--- config.mk ---
export PLATFORM = sky130hd
export DESIGN_NAME = io_debounce
export DESIGN_NICKNAME = d
export VERILOG_FILES = /design/src/rtl/io_pkg.sv /design/src/rtl/io_sync.sv /design/src/rtl/io_debounce.sv
export SDC_FILE = /design/constraint.sdc
export NUM_CORES = 1
export LEC_CHECK = 0
export CELL_PAD_IN_SITES_DETAIL_PLACEMENT = 1
export CELL_PAD_IN_SITES_GLOBAL_PLACEMENT = 2
export CORE_MARGIN = 4
export CORE_UTILIZATION = 36
export DETAILED_ROUTE_END_ITERATION = 8
export DONT_BUFFER_PORTS = 1
export GPL_TIMING_DRIVEN = 0
export PLACE_DENSITY_LB_ADDON = 0.1
export SLEW_MARGIN = 20
export SYNTH_ARGS = -nofsm -noshare
export SYNTH_HDL_FRONTEND = slang
export SYNTH_SLANG_ARGS = --single-unit
export TNS_END_PERCENT = 30
--- constraint.sdc ---
create_clock -name clk -period 4.6 [get_ports clk]
set_input_delay 0.46 -clock clk [delete_from_list [all_inputs] [get_ports clk]]
set_output_delay 0.46 -clock clk [all_outputs]
set_load 0.03 [all_outputs]
--- src/rtl/io_pkg.sv ---
// rtl/io_pkg.sv - shared state encoding and limits for the io_debounce input conditioner
package io_pkg;

  typedef enum logic [1:0] {
    STABLE_LO = 2'd0,
    CHECK_HI  = 2'd1,
    STABLE_HI = 2'd2,
    CHECK_LO  = 2'd3
  } io_state_e;

  localparam int SYNC_STAGES_MIN = 2;
  localparam int SYNC_STAGES_MAX = 4;

endpackage

--- src/rtl/io_sync.sv ---
// rtl/io_sync.sv - N-flop synchronizer for a single asynchronous bit, resets to 0
module io_sync #(
  parameter int N = 2
) (
  input  logic clk,
  input  logic rst_n,
  input  logic d,
  output logic q
);

  logic [N-1:0] r_chain;

  always_ff @(posedge clk) begin
    if (!rst_n) begin
      r_chain <= '0;
    end else begin
      r_chain <= {r_chain[N-2:0], d};
    end
  end

  assign q = r_chain[N-1];

endmodule

--- src/rtl/io_debounce.sv ---
// rtl/io_debounce.sv - synchronizer, debounce FSM, edge pulses and saturating edge counter
module io_debounce
  import io_pkg::*;
#(
  parameter int SYNC_STAGES = 2,
  parameter int CNT_WIDTH   = 16,
  parameter int EVT_WIDTH   = 8
) (
  input  logic                 clk,
  input  logic                 rst_n,
  input  logic                 en,
  input  logic                 pin_in,
  input  logic [CNT_WIDTH-1:0] debounce_len,
  input  logic                 evt_clr,
  output logic                 level,
  output logic                 rise,
  output logic                 fall,
  output logic                 busy,
  output logic [EVT_WIDTH-1:0] evt_count
);

  // Out-of-range depths are clamped rather than rejected.
  localparam int SYNC_N = (SYNC_STAGES < SYNC_STAGES_MIN) ? SYNC_STAGES_MIN :
                          (SYNC_STAGES > SYNC_STAGES_MAX) ? SYNC_STAGES_MAX : SYNC_STAGES;
  localparam logic [CNT_WIDTH:0]   CNT_ONE = (CNT_WIDTH+1)'(1);
  localparam logic [EVT_WIDTH-1:0] EVT_ONE = EVT_WIDTH'(1);

  logic                 w_s;
  io_state_e            r_state;
  io_state_e            w_state_nxt;
  logic [CNT_WIDTH-1:0] r_cnt;
  logic [CNT_WIDTH-1:0] w_cnt_nxt;
  logic [CNT_WIDTH:0]   w_len_eff;
  logic [CNT_WIDTH:0]   w_cnt_inc;
  logic                 w_rise_nxt;
  logic                 w_fall_nxt;
  logic                 r_level;
  logic                 r_rise;
  logic                 r_fall;
  logic                 r_busy;
  logic [EVT_WIDTH-1:0] r_evt;

  io_sync #(.N(SYNC_N)) u_sync (
    .clk   (clk),
    .rst_n (rst_n),
    .d     (pin_in),
    .q     (w_s)
  );

  // One extra bit keeps cnt+1 from wrapping when debounce_len is all ones.
  assign w_len_eff = (debounce_len == '0) ? CNT_ONE : {1'b0, debounce_len};
  assign w_cnt_inc = {1'b0, r_cnt} + CNT_ONE;

  always_comb begin
    w_state_nxt = r_state;
    w_cnt_nxt   = r_cnt;
    w_rise_nxt  = 1'b0;
    w_fall_nxt  = 1'b0;
    if (en) begin
      case (r_state)
        STABLE_LO: if (w_s) begin
          if (w_len_eff == CNT_ONE) begin
            w_state_nxt = STABLE_HI;
            w_rise_nxt  = 1'b1;
          end else begin
            w_state_nxt = CHECK_HI;
            w_cnt_nxt   = CNT_WIDTH'(1);
          end
        end
        CHECK_HI: begin
          if (!w_s) begin
            w_state_nxt = STABLE_LO;
            w_cnt_nxt   = '0;
          end else if (w_cnt_inc >= w_len_eff) begin
            w_state_nxt = STABLE_HI;
            w_cnt_nxt   = '0;
            w_rise_nxt  = 1'b1;
          end else begin
            w_cnt_nxt   = w_cnt_inc[CNT_WIDTH-1:0];
          end
        end
        STABLE_HI: if (!w_s) begin
          if (w_len_eff == CNT_ONE) begin
            w_state_nxt = STABLE_LO;
            w_fall_nxt  = 1'b1;
          end else begin
            w_state_nxt = CHECK_LO;
            w_cnt_nxt   = CNT_WIDTH'(1);
          end
        end
        CHECK_LO: begin
          if (w_s) begin
            w_state_nxt = STABLE_HI;
            w_cnt_nxt   = '0;
          end else if (w_cnt_inc >= w_len_eff) begin
            w_state_nxt = STABLE_LO;
            w_cnt_nxt   = '0;
            w_fall_nxt  = 1'b1;
          end else begin
            w_cnt_nxt   = w_cnt_inc[CNT_WIDTH-1:0];
          end
        end
        default: w_state_nxt = STABLE_LO;
      endcase
    end
  end

  always_ff @(posedge clk) begin
    if (!rst_n) begin
      r_state <= STABLE_LO;
      r_cnt   <= '0;
      r_level <= 1'b0;
      r_rise  <= 1'b0;
      r_fall  <= 1'b0;
      r_busy  <= 1'b0;
      r_evt   <= '0;
    end else begin
      r_state <= w_state_nxt;
      r_cnt   <= w_cnt_nxt;
      r_level <= (w_state_nxt == STABLE_HI) || (w_state_nxt == CHECK_LO);
      r_busy  <= (w_state_nxt == CHECK_HI) || (w_state_nxt == CHECK_LO);
      r_rise  <= w_rise_nxt;
      r_fall  <= w_fall_nxt;
      // Counted on acceptance so evt_count moves on the same edge as level.
      if (evt_clr) begin
        r_evt <= (w_rise_nxt || w_fall_nxt) ? EVT_ONE : '0;
      end else if ((w_rise_nxt || w_fall_nxt) && (r_evt != '1)) begin
        r_evt <= r_evt + EVT_ONE;
      end
    end
  end

  assign level     = r_level;
  assign rise      = r_rise;
  assign fall      = r_fall;
  assign busy      = r_busy;
  assign evt_count = r_evt;

endmodule

==> qor.csv, run 1 <==
stage,metric,value,unit
logic_synthesis,mean instance size in the synthesized netlist,7.72,sq um
power,switching power of the nets,0.137,mW
setup_path,worst setup path startpoint,r_cnt[0],
setup_path,Crit Path Max Fanout,10,
cts,root buffer selected by CTS,sky130_fd_sc_hd__clkbuf_8,
power,static leakage,0.932,nW
power,power per unit of standard cell area,255,nW/um^2
cells_and_area,share of cells above drive strength 1,7.07,%
logic_synthesis,post-synthesis cell type count,46,
sta,tightest slew margin relative to the limit,31.2,%
cts,clock tree from TritonCTS,yes,
cts,hold buffer count at CTS,0,
die,# IOs,33,
status,run status,finished clean,
logic_synthesis,area share of the leading cell type in the synthesized netlist,29.2,%
setup_path,R2R Path Start,r_cnt[0],
sta,final hold violations,0,
logic_synthesis,cell count after synthesis,275,
logic_synthesis,area of the mapped netlist,2120,sq um
placed_design,count of buffers from port buffering,0,
cts,clock-pin transition on the worst setup and hold timing paths,0.07,ns
grt,number of antenna violations at the first check in global routing,0,
logic_synthesis,YS warnings,0,
power,total chip power,0.596,mW
drt,first-pass iteration count of the detailed router,4,
grt,number of global-route vias before repair,1942,
logic_synthesis,post-synthesis register bit count,31,
logic_synthesis,synthesized netlist net count,314,
logic_synthesis,list of most frequent post-synthesis cells,"sky130_fd_sc_hd__dfxtp_1, sky130_fd_sc_hd__nand2_1, sky130_fd_sc_hd__a21oi_1",
cts,clock buffer depth,2,
logic_synthesis,number of enable-type register cells in the synthesized netlist,0,
setup_path,worst r2r path cells,14,
logic_synthesis,most instantiated library cell after synthesis,sky130_fd_sc_hd__dfxtp_1,
min_path,Min-Delay Path Class,in -> reg,
cts,clock sink count,31,
min_path,startpoint of the tightest hold check path,en,
power,Internal Dissipation,0.459,mW
setup_path,startpoint types,flop,
logic_synthesis,largest cells by area after synthesis,"sky130_fd_sc_hd__dfxtp_1, sky130_fd_sc_hd__ha_1, sky130_fd_sc_hd__a21oi_1",
drt,routed wire length per instance,16.3,um
grt,wire length of the first global-routing pass,9730,um
logic_synthesis,top cell type by total area after synthesis,sky130_fd_sc_hd__dfxtp_1,
placed_design,global placement routability congestion,0.740,
logic_synthesis,async set or reset register ratio after synthesis,0,%
sta,worst-case clock skew,0.00541,ns
die,total number of placement rows,27,
min_path,instance count along the most critical hold path,1,
setup_path,Crit path arrival time,4.31,ns
power,switching fraction of total power,23.0,%
die,width of the die,84.8,um
power,fraction of power consumed by sequential logic,46.0,%
sta,final number of max-transition violations,0,
setup_path,sort of element at the end of the critical path,flop,
placed_design,DPL Wire Length,4540,um
grt,global-route usage over all layers,16.9,%
die,die outline area,7190,sq um
sta,setup TNS,0,ns
cts,total number of H-tree levels,2,
cts,worst skew pair latency,0.28,ns
logic_synthesis,portion of the post-synthesis area used by sequential elements,29.2,%
setup_path,worst-case register-to-register setup slack,0.51,ns
cells_and_area,post-layout net count,321,
setup_path,Required @ worst endpoint,4.82,ns
grt,largest net degree at the start of global routing,11,
grt,grt ovf,0,
flow_run,max-capacitance violation count,0,
min_path,Hold Crit Endpoint,r_state[0],
sta,WHS,0.277,ns
setup_path,startpoint-to-endpoint class of the critical path,reg -> reg,
cells_and_area,fill cell instance count of the final layout,738,
sta,total setup violations reported at the end of the flow,0,
drt,Via-to-Cell Ratio,5.37,
drt,antenna-violating nets left,0,
power,power share of the combinational group,6.6,%
cells_and_area,ANT cells,0,
cts,clock buffer count from CTS,5,
drt,routed vias,1908,
die,overall die height,84.8,um
drt,Iter 0 DRT Violations,53,
sta,highest clock rate,0.244,GHz
die,initial core utilization,37.9,%
power,worst supply voltage drop on vdd,0.136,mV
drt,total length of routed wires,5790,um
power,clock network fraction of total power,47.5,%
sta,setup repair after global routing missed its margin,no,
sta,post-route minimum period,4.09,ns
drt,DR DRC count,0,
die,core area,5610,sq um
logic_synthesis,Post-synth top flop,sky130_fd_sc_hd__dfxtp_1,
setup_path,end of the worst register-to-register path,evt_count[2],
sta,final cycle utilization of the critical path,89.0,%
cells_and_area,post-synthesis to final-layout area growth,9.90,%
sta,slew at the pin closest to its max-slew limit,1.02,ns
-- critical path, cell delays in order (launching register included) --
cell	delay, ns
sky130_fd_sc_hd__dfxtp_1	0.41
sky130_fd_sc_hd__ha_1	0.27
sky130_fd_sc_hd__nand3_2	0.18
sky130_fd_sc_hd__nor2_2	0.34
sky130_fd_sc_hd__and3_1	0.22
sky130_fd_sc_hd__xor2_1	0.25
sky130_fd_sc_hd__ha_1	0.23
sky130_fd_sc_hd__nand3_1	0.12
sky130_fd_sc_hd__a2111oi_0	0.59
sky130_fd_sc_hd__a221oi_1	0.19
sky130_fd_sc_hd__o21ai_2	0.23
sky130_fd_sc_hd__o21ai_0	0.23
sky130_fd_sc_hd__clkbuf_1	0.28
sky130_fd_sc_hd__or3_1	0.35
sky130_fd_sc_hd__a21oi_1	0.14
-- metrics by stage --
stage | std cells | utilization (%) | cell area, sq um | setup slack [ns]
final | 355 | 41.6 | 2330 | 0.506
after global routing | 355 | 41.6 | 2330 | 0.147
after CTS | 355 | 41.6 | 2330 | 0.310
after detailed placement | 347 | 39.5 | 2210 | 0.316
after global placement | 347 | 39.5 | 2210 | 0.380
after floorplan | 275 | - | 2120 | 1.16
-- kinds of logic (layout without fill, tap and decap cells) --
kind of cell,after synthesis,in the layout,share of synthesized area [%]
flops,31,31,29.2
buf+inv,32,40,5.83
simple gates,114,114,29.6
fa+ha+maj,18,18,10.6
mux,1,1,0.471
xor+xnor,15,15,6.19
compound gates,64,64,18.1
-- flip-flops by register name, summed over array words and instances (netlist names) --
name and flops:
r_state 2, u_sync.r_chain 2, r_cnt 16, level 1
evt_count 8, fall 1, rise 1
-- area by class of cell --
class                      count  area [sq um]  area share [%]
multi-input combinational    212          1380            59.2
sequential                    31           621            26.6
tap                           72          90.1            3.86
clock buffer                   6          82.6            3.54
inverter                      22          82.6            3.54
buffer                        10          41.3            1.77
clock inverter                 2          35.0            1.50
-- power groups by stage --
stage / logic, mW / registers (mW) / clock network [mW]
global route: 0.0446 / 0.274 / 0.305
finish: 0.0391 / 0.274 / 0.283
CTS: 0.0396 / 0.274 / 0.294
floorplan: 0.0284 / 0.279 / 0
global placement: 0.0389 / 0.280 / 0
detailed placement: 0.0394 / 0.280 / 0
-- per-layer routing --
| layer | global-route usage [%] | part of all wire (%) |
|---|---|---|
| met5 | 0 | 0 |
| met1 | 21.7 | 50 |
| met4 | 4.32 | 0.95 |
| met3 | 3.73 | 2.7 |
| met2 | 28.5 | 47 |
-- timing repair --
action	in CTS	in global routing
setup buffers	0	0
resized for setup	0	1
setup endpoints to repair	0	1
-- worst max-delay path by stage --
| stage | to | slack, ns |
|---|---|---|
| finish | evt_count[2] | 0.51 |
| global route | evt_count[6] | 0.15 |
| CTS | evt_count[2] | 0.31 |
| detailed placement | evt_count[2] | 0.32 |
| global placement | evt_count[2] | 0.38 |
| floorplan | r_cnt[7] | 1.16 |
-- layout by cell type, fill, tap and decap left out, drive strengths merged, types with 3 or more instances in the layout --
cell type and count:
dfxtp 31, nand2 29, a21oi 24, o21ai 22, inv 21, ha 18, nand3 15, clkbuf 13
and2 10, xnor2 9, nand2b 9, nor2 9, and3 7, xor2 6, nor4 6, nand4 5
or4 5, or3 4, buf 3, a31oi 3, o31ai 3, nor3 3, nor2b 3, and4 3
No activity file was read; power rests on OpenSTA's default activity.
==> run 2, diff against run 1 <==
--- a/config.mk
+++ b/config.mk
@@ -8,7 +8,7 @@
 export CELL_PAD_IN_SITES_DETAIL_PLACEMENT = 1
 export CELL_PAD_IN_SITES_GLOBAL_PLACEMENT = 2
 export CORE_MARGIN = 4
-export CORE_UTILIZATION = 36
+export CORE_UTILIZATION = 33
 export DETAILED_ROUTE_END_ITERATION = 8
 export DONT_BUFFER_PORTS = 1
 export GPL_TIMING_DRIVEN = 0
@@ -16,5 +16,6 @@
 export SLEW_MARGIN = 20
 export SYNTH_ARGS = -nofsm -noshare
 export SYNTH_HDL_FRONTEND = slang
+export SYNTH_HIERARCHICAL = 1
 export SYNTH_SLANG_ARGS = --single-unit
 export TNS_END_PERCENT = 30
==> constraint.sdc (replaced) <==
create_clock -name clk -period 3.39 [get_ports clk]
set_input_delay 0.339 -clock clk [delete_from_list [all_inputs] [get_ports clk]]
set_output_delay 0.339 -clock clk [all_outputs]
set_load 0.03 [all_outputs]
==> qor.csv, run 2 <==
stage,metric,value,unit
status,run status,finished clean,
cells_and_area,fill cell instance count of the final layout,770,
setup_path,worst r2r path cells,13,
cells_and_area,most frequent cells in the layout,"sky130_fd_sc_hd__nand2_1, sky130_fd_sc_hd__dfxtp_1, sky130_fd_sc_hd__inv_1, sky130_fd_sc_hd__nand3_1, sky130_fd_sc_hd__ha_1",
placed_design,DPL Wire Length,4490,um
logic_synthesis,list of most frequent post-synthesis cells,"sky130_fd_sc_hd__nand2_1, sky130_fd_sc_hd__dfxtp_1, sky130_fd_sc_hd__inv_1",
die,overall die height,88.3,um
cts,clock sink count,31,
logic_synthesis,number of enable-type register cells in the synthesized netlist,0,
drt,Iter 0 DRT Violations,67,
drt,DR DRC count,0,
drt,antenna-violating nets left,0,
cts,worst skew pair latency,0.28,ns
grt,grt ovf,0,
logic_synthesis,portion of the post-synthesis area used by sequential elements,29.2,%
die,die outline area,7790,sq um
sta,setup repair after global routing missed its margin,yes,
cts,clock tree from TritonCTS,yes,
min_path,startpoint of the tightest hold check path,rst_n,
power,static leakage,0.955,nW
drt,Via-to-Cell Ratio,5.25,
drt,total length of routed wires,5890,um
flow_run,max-capacitance violation count,0,
die,core area,6100,sq um
placed_design,global placement routability congestion,0.763,
power,Internal Dissipation,0.604,mW
cts,total number of H-tree levels,2,
die,width of the die,88.3,um
sta,final cycle utilization of the critical path,95.7,%
drt,routed vias,1854,
setup_path,Crit Path Max Fanout,6,
logic_synthesis,area share of the leading cell type in the synthesized netlist,29.2,%
cells_and_area,ANT cells,0,
setup_path,sort of element at the end of the critical path,flop,
power,worst supply voltage drop on vdd,0.245,mV
setup_path,"Cell Chain, Critical Path",and3_4 > nand2_2 > or3_4 > xnor2_1 > ha_1 > nand4_2 > nor2_1 > a311o_1 > a211o_2 > nor3_4 > buf_4 > nand3_1 > a21oi_1,
logic_synthesis,post-synthesis cell type count,51,
setup_path,R2R Path Start,r_cnt[2],
logic_synthesis,top cell type by total area after synthesis,sky130_fd_sc_hd__dfxtp_1,
setup_path,cell with the largest stage delay on the worst path,sky130_fd_sc_hd__dfxtp_4,
setup_path,longest individual stage delay on the worst path,0.39,ns
placed_design,"worst slack, placed",-0.348,ns
cells_and_area,combined area of the multi-input logic cells,1480,sq um
sta,setup TNS,0,ns
cts,clock buffer depth,2,
die,initial core utilization,34.9,%
cells_and_area,"most common cell after layout, fill and taps aside",sky130_fd_sc_hd__nand2_1,
grt,number of global-route vias before repair,1855,
die,total number of placement rows,28,
sta,total setup violations reported at the end of the flow,0,
power,clock network fraction of total power,46.2,%
logic_synthesis,post-synthesis register bit count,31,
cts,hold buffer count at CTS,0,
cts,clock buffer count from CTS,5,
grt,wire length of the first global-routing pass,9580,um
power,power share of the combinational group,6.9,%
cells_and_area,post-layout net count,316,
die,# IOs,33,
logic_synthesis,mean instance size in the synthesized netlist,8.05,sq um
setup_path,end of the worst register-to-register path,r_cnt[13],
cts,root buffer selected by CTS,sky130_fd_sc_hd__clkbuf_8,
grt,number of antenna violations at the first check in global routing,0,
setup_path,worst-case register-to-register setup slack,0.15,ns
sta,post-route minimum period,3.24,ns
placed_design,Area after DPL,2220,sq um
cells_and_area,post-synthesis to final-layout area growth,18.0,%
setup_path,Required @ worst endpoint,3.60,ns
min_path,Min-Delay Path Class,in -> reg,
power,switching power of the nets,0.187,mW
setup_path,startpoint-to-endpoint class of the critical path,reg -> reg,
sta,slew at the pin closest to its max-slew limit,0.575,ns
cells_and_area,"Core Util, Final",41.2,%
logic_synthesis,synthesized netlist net count,303,
logic_synthesis,Post-synth top flop,sky130_fd_sc_hd__dfxtp_1,
power,fraction of power consumed by sequential logic,46.9,%
setup_path,worst setup path startpoint,r_cnt[2],
cells_and_area,post-route cell area,2510,sq um
sta,final number of max-transition violations,0,
grt,largest net degree at the start of global routing,12,
cts,clock-pin transition on the worst setup and hold timing paths,0.07,ns
logic_synthesis,largest cells by area after synthesis,"sky130_fd_sc_hd__dfxtp_1, sky130_fd_sc_hd__ha_1, sky130_fd_sc_hd__nand2_1",
cells_and_area,register area,631,sq um
sta,setup ws final,0.146,ns
logic_synthesis,cell count after synthesis,264,
setup_path,end of the critical path,r_cnt[13],
sta,worst-case clock skew,0.00412,ns
power,power per unit of standard cell area,315,nW/um^2
cells_and_area,number of flip-flops under the largest register name,16,
logic_synthesis,most instantiated library cell after synthesis,sky130_fd_sc_hd__nand2_1,
setup_path,Crit path arrival time,3.46,ns
drt,first-pass iteration count of the detailed router,4,
grt,global-route usage over all layers,15.8,%
sta,tightest slew margin relative to the limit,61.6,%
logic_synthesis,async set or reset register ratio after synthesis,0,%
setup_path,startpoint types,flop,
cells_and_area,share of cells above drive strength 1,18.3,%
cells_and_area,largest reg by FF count,r_cnt,
sta,final hold violations,0,
sta,highest clock rate,0.308,GHz
logic_synthesis,YS warnings,6,
drt,routed wire length per instance,16.7,um
placed_design,count of buffers from port buffering,0,
power,switching fraction of total power,23.6,%
logic_synthesis,area of the mapped netlist,2130,sq um
-- run 2: cell types whose count changed after synthesis, sizes merged, moves of 4 or more --
cell,change
and2,-6
xnor2,+4
nor3,+4
a21boi,+8
nand3,+5
a21oi,-10
o21ai,-13
nor2,+5
nand2b,-7
-- run 2: critical path, delay by kind of cell (launching register included) --
kind | cells | cell delay (ns)
xor gates and xnor gates | 1 | 0.14
and+or+nand+nor | 7 | 1.26
DFF | 1 | 0.39
adders and majority gates | 1 | 0.32
buffers and inverters | 1 | 0.20
AOI/OAI and AO/OA | 3 | 0.86
-- run 2: through the flow --
stage / instances / hold slack (ns) / total power [mW]
finish: 353 / 0.177 / 0.791
detailed placement: 339 / 0.422 / 0.433
global route: 353 / 0.161 / 0.832
global placement: 339 / 0.419 / 0.433
CTS: 350 / 0.164 / 0.808
floorplan: 264 / 0.412 / 0.418
-- run 2: metal layers --
metal,part of all wire [%],global-route usage [%]
met5,0,0
met4,0.42,2.47
met3,1.9,2.89
met2,47,24.5
met1,50,23.2
-- run 2: repair_timing --
item                                    in CTS  in global routing
cloned                                       0                  1
setup buffers                                3                  2
endpoints found under the setup margin      25                 28
resized for setup                            9                 31
pin swaps                                    1                 14
endpoints found under the hold margin        0                  0
-- run 2: cells by family (layout without fill, tap and decap cells) --
group,count (synthesis),after routing,share of synthesized area [%]
xor gates and xnor gates,16,16,6.59
adders and majority gates,18,18,10.6
DFF,31,31,29.2
and+or+nand+nor,110,110,28.3
muxes,3,3,1.41
AOI/OAI and AO/OA,55,55,17.4
buffers and inverters,31,45,6.47
-- run 2: final cells by class --
cell class	instances	area share, %
Sequential cell	31	25.1
Inverter	21	3.14
Timing Repair Buffer	6	1.95
Clock inverter	3	1.75
Clock buffer	5	2.74
Buffer	10	2.59
Tap cell	75	3.74
Multi-Input combinational cell	202	59.0
-- run 2: worst min-delay path by stage --
stage / endpoint / slack, ns / cells past startpoint
6_report: u_sync/r_chain[1] / 0.18 / 1
3_5_place_dp: u_sync/r_chain[1] / 0.42 / 1
4_1_cts: u_sync/r_chain[1] / 0.16 / 1
3_3_place_gp: u_sync/r_chain[1] / 0.42 / 1
5_1_grt: u_sync/r_chain[1] / 0.16 / 1
2_1_floorplan: u_sync/r_chain[1] / 0.41 / 1
-- run 2: power by group through the flow --
stage / registers (mW) / clock network, mW / logic, mW
2_1_floorplan: 0.379 / 0 / 0.0385
3_3_place_gp: 0.380 / 0 / 0.0528
3_5_place_dp: 0.380 / 0 / 0.0530
4_1_cts: 0.372 / 0.381 / 0.0543
5_1_grt: 0.371 / 0.399 / 0.0627
6_report: 0.371 / 0.365 / 0.0544
==> run 3, diff against run 2 <==
--- a/config.mk
+++ b/config.mk
@@ -8,7 +8,8 @@
 export CELL_PAD_IN_SITES_DETAIL_PLACEMENT = 1
 export CELL_PAD_IN_SITES_GLOBAL_PLACEMENT = 2
 export CORE_MARGIN = 4
-export CORE_UTILIZATION = 33
+export CORE_UTILIZATION = 30
+export CTS_CLUSTER_SIZE = 16
 export DETAILED_ROUTE_END_ITERATION = 8
 export DONT_BUFFER_PORTS = 1
 export GPL_TIMING_DRIVEN = 0
==> qor.csv, run 3 (synthesis gave the netlist of run 2 again) <==
stage,metric,value,unit
die,width of the die,92.2,um
placed_design,DPL Wire Length,4660,um
setup_path,startpoint types,flop,
cts,worst skew pair latency,0.29,ns
grt,number of antenna violations at the first check in global routing,0,
cells_and_area,share of cells above drive strength 1,16.5,%
cts,clock-pin transition on the worst setup and hold timing paths,0.07,ns
min_path,Hold Crit Endpoint,u_sync/r_chain[1],
power,static leakage,0.933,nW
sta,final cycle utilization of the critical path,95.1,%
cts,clock sink count,31,
die,overall die height,92.2,um
cts,root buffer selected by CTS,sky130_fd_sc_hd__clkbuf_8,
grt,wire length of the first global-routing pass,10100,um
cells_and_area,largest reg by FF count,r_cnt,
setup_path,worst r2r path cells,16,
min_path,startpoint of the tightest hold check path,rst_n,
setup_path,worst-case register-to-register setup slack,0.17,ns
cts,clock buffer depth,2,
power,worst supply voltage drop on vdd,0.134,mV
setup_path,end of the worst register-to-register path,r_cnt[5],
drt,total length of routed wires,6250,um
die,total number of placement rows,30,
power,total chip power,0.820,mW
cells_and_area,"most common cell after layout, fill and taps aside",sky130_fd_sc_hd__nand2_1,
sta,post-route minimum period,3.22,ns
sta,highest clock rate,0.310,GHz
setup_path,sort of element at the end of the critical path,flop,
setup_path,worst setup path startpoint,r_cnt[4],
placed_design,count of buffers from port buffering,0,
sta,final number of max-transition violations,0,
cts,total number of H-tree levels,2,
die,die outline area,8500,sq um
sta,tightest slew margin relative to the limit,60.6,%
cells_and_area,most frequent cells in the layout,"sky130_fd_sc_hd__nand2_1, sky130_fd_sc_hd__dfxtp_1, sky130_fd_sc_hd__inv_1, sky130_fd_sc_hd__nand3_1, sky130_fd_sc_hd__ha_1",
sta,worst-case clock skew,0.00692,ns
placed_design,global placement routability congestion,0.759,
power,power per unit of standard cell area,328,nW/um^2
grt,largest net degree at the start of global routing,11,
cells_and_area,"Core Util, Final",36.6,%
min_path,Min-Delay Path Class,in -> reg,
sta,final hold violations,0,
setup_path,Crit path arrival time,3.44,ns
setup_path,startpoint-to-endpoint class of the critical path,reg -> reg,
cts,clock buffer count from CTS,5,
drt,routed wire length per instance,16.7,um
setup_path,Crit Path Max Fanout,7,
cells_and_area,post-layout net count,317,
min_path,instance count along the most critical hold path,1,
sta,total setup violations reported at the end of the flow,0,
grt,global-route usage over all layers,15.3,%
cts,hold buffer count at CTS,0,
drt,antenna-violating nets left,0,
sta,slew at the pin closest to its max-slew limit,0.590,ns
drt,first-pass iteration count of the detailed router,4,
status,run status,finished clean,
cells_and_area,number of flip-flops under the largest register name,16,
drt,DR DRC count,0,
die,# IOs,33,
grt,number of global-route vias before repair,1871,
die,core area,6830,sq um
setup_path,Required @ worst endpoint,3.61,ns
sta,setup TNS,0,ns
cells_and_area,fill cell instance count of the final layout,856,
cells_and_area,post-synthesis to final-layout area growth,17.7,%
cells_and_area,ANT cells,0,
drt,Via-to-Cell Ratio,5.12,
die,initial core utilization,31.1,%
setup_path,R2R Path Start,r_cnt[4],
grt,grt ovf,0,
flow_run,max-capacitance violation count,0,
cts,clock tree from TritonCTS,yes,
drt,routed vias,1919,
drt,Iter 0 DRT Violations,74,
==> run 3: cell types whose count changed in the layout (fill, tap and decap cells not counted), moves of 3 or more <==
cell and delta:
sky130_fd_sc_hd__a21boi_1 -5, sky130_fd_sc_hd__xnor2_1 +3, sky130_fd_sc_hd__a21boi_0 +5, sky130_fd_sc_hd__xnor2_2 -3
==> run 3: worst max path at each step <==
stage | end | slack [ns] | cells after the start
floorplan | r_cnt[0] | 0.23 | 13
global placement | r_cnt[0] | -0.32 | 14
detailed placement | r_cnt[13] | -0.31 | 14
CTS | r_cnt[1] | -0.0002 | 15
global route | r_cnt[0] | -0.04 | 16
finish | r_cnt[5] | 0.17 | 16
==> run 3: per-stage QoR <==
| stage | area, sq um | instances | hold WS (ns) | setup slack [ns] |
|---|---|---|---|---|
| 2_1_floorplan | 2130 | 264 | 0.412 | 0.225 |
| 3_3_place_gp | 2250 | 360 | 0.419 | -0.322 |
| 3_5_place_dp | 2250 | 360 | 0.427 | -0.310 |
| 4_1_cts | 2420 | 373 | 0.156 | -0.000196 |
| 5_1_grt | 2500 | 375 | 0.162 | -0.0402 |
| 6_report | 2500 | 375 | 0.171 | 0.166 |
==> run 3: power by group <==
part / internal, mW / total [mW] / switching (mW)
clock network: 0.238 / 0.394 / 0.156
registers: 0.365 / 0.371 / 0.00575
logic: 0.0200 / 0.0549 / 0.0349
total: 0.623 / 0.820 / 0.197
==> run 3: layout make-up <==
cell class | instances | area [sq um] | share of cell area (%)
inverters | 21 | 78.8 | 3.15
clock buffers | 6 | 82.6 | 3.30
clock inverters | 2 | 35.0 | 1.40
multi-input cells | 202 | 1430 | 57.3
repair buffers | 7 | 60.1 | 2.40
well taps | 96 | 120 | 4.80
flip-flops and latches | 31 | 629 | 25.2
plain buffers | 10 | 61.3 | 2.45
==> run 3: metal layers <==
layer	GRT usage [%]	vias up	wire (um)
li1	-	973	-
met1	20.9	907	2960
met2	24.1	31	2910
met3	3.20	8	299
met4	4.83	0	79
met5	0	-	0
==> run 3: repair_timing <==
action	CTS	global route
resized for setup	9	17
setup endpoints to repair	25	25
buffers inserted	4	2
pin swaps	1	4
gates cloned	1	0
==> run 3: critical path, cell delays in order, from the launching register on <==
cell and delay [ns]:
sky130_fd_sc_hd__dfxtp_1 0.31, sky130_fd_sc_hd__clkbuf_4 0.17, sky130_fd_sc_hd__nand4_1 0.11, sky130_fd_sc_hd__buf_4 0.18, sky130_fd_sc_hd__nor2_4 0.14, sky130_fd_sc_hd__nand3_2 0.11, sky130_fd_sc_hd__xnor2_2 0.15, sky130_fd_sc_hd__ha_1 0.32
sky130_fd_sc_hd__a211o_1 0.30, sky130_fd_sc_hd__a21oi_1 0.11, sky130_fd_sc_hd__o21ai_0 0.10, sky130_fd_sc_hd__a211o_2 0.40, sky130_fd_sc_hd__nor3_4 0.21, sky130_fd_sc_hd__buf_6 0.15, sky130_fd_sc_hd__buf_4 0.13, sky130_fd_sc_hd__nand3_1 0.07
sky130_fd_sc_hd__a21boi_0 0.18
